--- src/rtl/line_read_buffer.sv ---
// Single-line read buffer: serves 16-bit reads from a buffered 128-bit line, fetching on miss.
// Optional LINE_BUF_FWD_EN forwards fetched data straight to the response, skipping FILL.
module line_read_buffer (
   input  logic         clk,
   input  logic         rst,
   input  logic         mem_read,
   input  logic [15:0]  mem_address,
   input  logic [1:0]   mem_byte_enable,
   output logic [15:0]  mem_rdata,
   output logic         mem_resp,
   output logic         pmem_read,
   output logic [15:0]  pmem_address,
   input  logic [127:0] pmem_rdata,
   input  logic         pmem_resp,
   input  logic         inval,
   input  logic [15:0]  inval_address
);

   typedef enum logic [1:0] {StIdle, StFetch, StFill, StResp} state_e;

   state_e         r_state;
   logic [127:0]   r_line;
   logic [11:0]    r_tag;
   logic           r_valid;
   logic           r_kill;
   logic [15:1]    r_addr;
   logic [1:0]     r_be;

   logic           w_hit;
   logic           w_inval_line;
   logic           w_inval_fetch;
   logic           w_unused;

   assign w_hit         = r_valid && (r_tag == mem_address[15:4]);
   assign w_inval_line  = inval && (inval_address[15:4] == r_tag);
   assign w_inval_fetch = inval && (inval_address[15:4] == r_addr[15:4]);
   assign w_unused      = ^{mem_address[0], inval_address[3:0]};

   function automatic logic [15:0] f_extract(input logic [127:0] line, input logic [2:0] k,
                                             input logic [1:0] be);
      logic [15:0] w;
      w = line[{k, 4'h0} +: 16];
      case (be)
         2'b11:   f_extract = w;
         2'b01:   f_extract = {8'h00, w[7:0]};
         2'b10:   f_extract = {w[15:8], 8'h00};
         default: f_extract = 16'h0000;
      endcase
   endfunction

   always_ff @(posedge clk or posedge rst) begin
      if (rst) begin
         r_state      <= StIdle;
         r_line       <= '0;
         r_tag        <= '0;
         r_valid      <= 1'b0;
         r_kill       <= 1'b0;
         r_addr       <= '0;
         r_be         <= '0;
         mem_rdata    <= '0;
         mem_resp     <= 1'b0;
         pmem_read    <= 1'b0;
         pmem_address <= '0;
      end else begin
         // Lookup in IDLE sees the pre-edge valid, so a same-edge inval still hits.
         if (w_inval_line) r_valid <= 1'b0;
         case (r_state)
            StIdle: begin
               mem_resp <= 1'b0;
               if (mem_read) begin
                  r_addr <= mem_address[15:1];
                  r_be   <= mem_byte_enable;
                  if (w_hit) begin
                     mem_rdata <= f_extract(r_line, mem_address[3:1], mem_byte_enable);
                     mem_resp  <= 1'b1;
                     r_state   <= StResp;
                  end else begin
                     pmem_read    <= 1'b1;
                     pmem_address <= {mem_address[15:4], 4'h0};
                     r_kill       <= 1'b0;
                     r_state      <= StFetch;
                  end
               end
            end
            StFetch: begin
               if (pmem_resp) begin
                  pmem_read <= 1'b0;
                  r_line    <= pmem_rdata;
                  r_tag     <= r_addr[15:4];
                  // An inval landing on the fill edge must also leave the line invalid.
                  r_valid   <= ~(r_kill | w_inval_fetch);
                  r_kill    <= 1'b0;
`ifdef LINE_BUF_FWD_EN
                  mem_rdata <= f_extract(pmem_rdata, r_addr[3:1], r_be);
                  mem_resp  <= 1'b1;
                  r_state   <= StResp;
`else
                  r_state   <= StFill;
`endif
               end else if (w_inval_fetch) begin
                  r_kill <= 1'b1;
               end
            end
            StFill: begin
               mem_rdata <= f_extract(r_line, r_addr[3:1], r_be);
               mem_resp  <= 1'b1;
               r_state   <= StResp;
            end
            StResp: begin
               mem_resp <= 1'b0;
               r_state  <= StIdle;
            end
            default: r_state <= StIdle;
         endcase
      end
   end

endmodule

--- config.mk ---
export PLATFORM = sky130hd
export DESIGN_NAME = line_read_buffer
export DESIGN_NICKNAME = d
export VERILOG_FILES = /design/src/rtl/line_read_buffer.sv
export SDC_FILE = /design/constraint.sdc
export NUM_CORES = 1
export LEC_CHECK = 0
export ABC_AREA = 0
export CORE_MARGIN = 4
export CORE_UTILIZATION = 56
export CTS_BUF_LIST = sky130_fd_sc_hd__clkbuf_16
export CTS_CLUSTER_DIAMETER = 100
export CTS_CLUSTER_SIZE = 8
export DETAILED_ROUTE_END_ITERATION = 8
export PLACE_DENSITY = 0.84
export SYNTH_ARGS = -nofsm -noshare
export SYNTH_HDL_FRONTEND = slang
export SYNTH_SLANG_ARGS = --single-unit
--- constraint.sdc ---
create_clock -name clk -period 11.1 [get_ports clk]
set_clock_uncertainty 0.2 [all_clocks]
set_input_delay 2.775 -clock clk [delete_from_list [all_inputs] [get_ports clk]]
set_output_delay 2.775 -clock clk [all_outputs]
set_load 0.01 [all_outputs]
==> impl_metrics.yaml <==
timing:
  worst_hold_slack_ns: 0.307
  setup_viol: 0
  tns_ns: 0
  slew_viol_final: 0
  fmax_ghz: 0.187
  fin_crit_sh: 0.481
  worst_slew_pin_slew_ns: 1.19
  timing.slew.headroom: 0.208
  hold_viol_final: 0
  layout_min_cycle_time_ns: 5.34
  rsz0062_at_grt: "no"
grt:
  grt_pass1_vias: 7157
  grt_max_degree: 119
  grt_pass1_wl_um: 37800
  grt_overflow: 0
  grt.total_usage: 0.247
  antenna_found_initial: 4
cts:
  ctsHoldBuffers: 0
  clock_sinks: 191
  cts_resized: 0
  numCtsBuffers: 17
  cts_max_path_buffers: 2
  post_cts_buffers: 0
  htreeDepth: 4
  cts_tree: "built"
  clk_pin_slew_ns: 0.07
  clk_latency_ns: 0.43
  clock-root-buffer: "clkbuf_16"
drt:
  final_antenna_net_count: 0
  route.detailed.drc: 0
  via_count: 6468
  wire_per_inst_um: 21.7
  routed_wl_um: 23600
  dr.pass1.iters: 4
  dr.first_iter.drc_count: 348
  viasPerCell: 5.96
synth:
  avgSynthCellArea_um2: 14.3
  synthDistinctLibCells: 37
  postSynthCellCount: 677
  syn_area_mm2: 0.00971
  yosysSeqAreaShare: 0.492
  yosysWarningCount: 0
  ys_ff_latch: 191
placement:
  routabilityCongestion: 0.864
  port_buffers: 191
  place_hpwl_um: 16500
  placedCellCount: 1050
power_and_ir_drop:
  ir_drop_v: 0.000148
  leakagePower_nw: 5.12
  power_density_mw_per_mm2: 269
worst_hold_path:
  hp-class: "reg -> reg"
  holdPathStages: 1
setup_path:
  worst-setup-path-type: "in -> reg"
  crit_chain: "clkdlybuf4s50_1, nand2_1, nor2_1, mux2_2"
  cpPeakStageDelay_ns: 1.03
  path_buf_inv: 1
  rr_worst_depth: 5
  crit_arrival_ns: 5.46
  required_ns: 11.22
  crit_family: "simple AND/OR/NAND/NOR gates"
  endpoint_kind: "flip-flop"
  cp.depth: 4
  worstSetupStartpointType: "input pin"
  cp_max_fo: 18
  worst_path_max_delay_cell: "nor2_1"
floorplan:
  dieWidth_um: 140
  ioPinCount: 201
  core-area_mm2: 0.0168
  fp.dieH_um: 140
  initial_core_util: 0.579
  dieArea_mm2: 0.0195
  row_count: 47
flow_run:
  cap_viol_max_count: 0
layout:
  final_util: 0.738
  fin_cells: 1085
  final_cell_mix: "clkdlybuf4s50_1, dfrtp_1, mux2_2"
  area_growth_pct: 27.4
  final_nets: 1019
  drive_above_1_share: 0.326
run_status:
  status: "complete, no violations"
[metal layers]
layer  GRT usage  vias up  part of all wire
li1            -     2857                 -
met1       0.312     3335              0.39
met2       0.417      229              0.52
met3      0.0487       45             0.059
met4       0.109        2             0.027
met5           0        -           0.00055
[cells in the mapped netlist, drive strengths merged]
cell type,instances,area (um^2)
dfrtp,191,4780
mux2,185,2080
mux2i,48,480
mux4,48,1080
buf,28,146
xnor2,25,219
clkbuf,21,78.8
nand3,20,100
o21ai,18,90.1
nand2b,16,100
a22oi,15,113
xor2,11,96.3
nand2,9,33.8
inv,5,18.8
a21oi,4,20.0
nand4,4,25.0
nor2,4,15.0
nor2b,4,25.0
nor4,4,40.0
ha,3,37.5
a31oi,2,27.5
o211ai,2,15.0
o32a,2,21.3
a31o,1,8.76
a41oi,1,8.76
conb,1,3.75
nand4b,1,8.76
o2111ai,1,8.76
o22ai,1,6.26
o311a,1,10.0
or3,1,6.26
[stage by stage]
| stage | setup slack, ns | power, W | cell area, um^2 |
|---|---|---|---|
| after CTS | 5.78 | 0.00334 | 12400 |
| after detailed placement | 5.30 | 0.00270 | 11800 |
| after global placement | 5.38 | 0.00261 | 11800 |
| after global routing | 5.60 | 0.00352 | 12400 |
| after floorplan | 2.93 | 0.00228 | 9720 |
| final | 5.76 | 0.00332 | 12400 |
[where the power goes]
| part | switching, W | internal [W] | total (W) |
|---|---|---|---|
| Combinational | 0.000481 | 0.000854 | 0.00134 |
| Sequential | 0.000308 | 0.00105 | 0.00135 |
| Clock | 0.000275 | 0.000358 | 0.000632 |
[final cells by class]
cell class,instances,area (um^2)
Sequential cell,191,4780
Inverter,5,23.8
Clock inverter,15,184
Clock buffer,17,425
Tap cell,220,275
Fill cell,1084,4390
Antenna cell,3,7.51
Timing Repair Buffer,199,1970
Multi-Input combinational cell,435,4710
[flip-flops by register name, indices dropped and copies added (netlist names)]
name          flops
mem_rdata        16
mem_resp          1
pmem_address     12
pmem_read         1
r_addr           15
r_be              2
r_kill            1
r_line          128
r_state           2
r_tag            12
r_valid           1
[cell families after synthesis]
group                      synth area share
other                              0.000386
DFF                                   0.492
buffers and inverters                0.0251
muxes                                 0.375
xor gates and xnor gates             0.0325
adders and majority gates           0.00387
AOI/OAI and AO/OA                    0.0339
and+or+nand+nor                      0.0365
[final timing paths]
path,slack [ns],startpoint,endpoint
min in group asynchronous,2.79,rst,pmem_address[6]$_DFFE_PP0P_
min,0.31,mem_rdata[4]$_DFFE_PP0P_,mem_rdata[4]$_DFFE_PP0P_
max in group asynchronous,6.31,rst,r_addr[1]$_DFFE_PP0P_
min reg2reg,0.31,mem_rdata[4]$_DFFE_PP0P_,mem_rdata[4]$_DFFE_PP0P_
max reg2reg,7.73,r_state[1]$_DFFE_PP0P_,pmem_address[8]$_DFFE_PP0P_
max,5.76,mem_read,pmem_address[8]$_DFFE_PP0P_
Note: power is estimated with default switching activity, not from simulation.
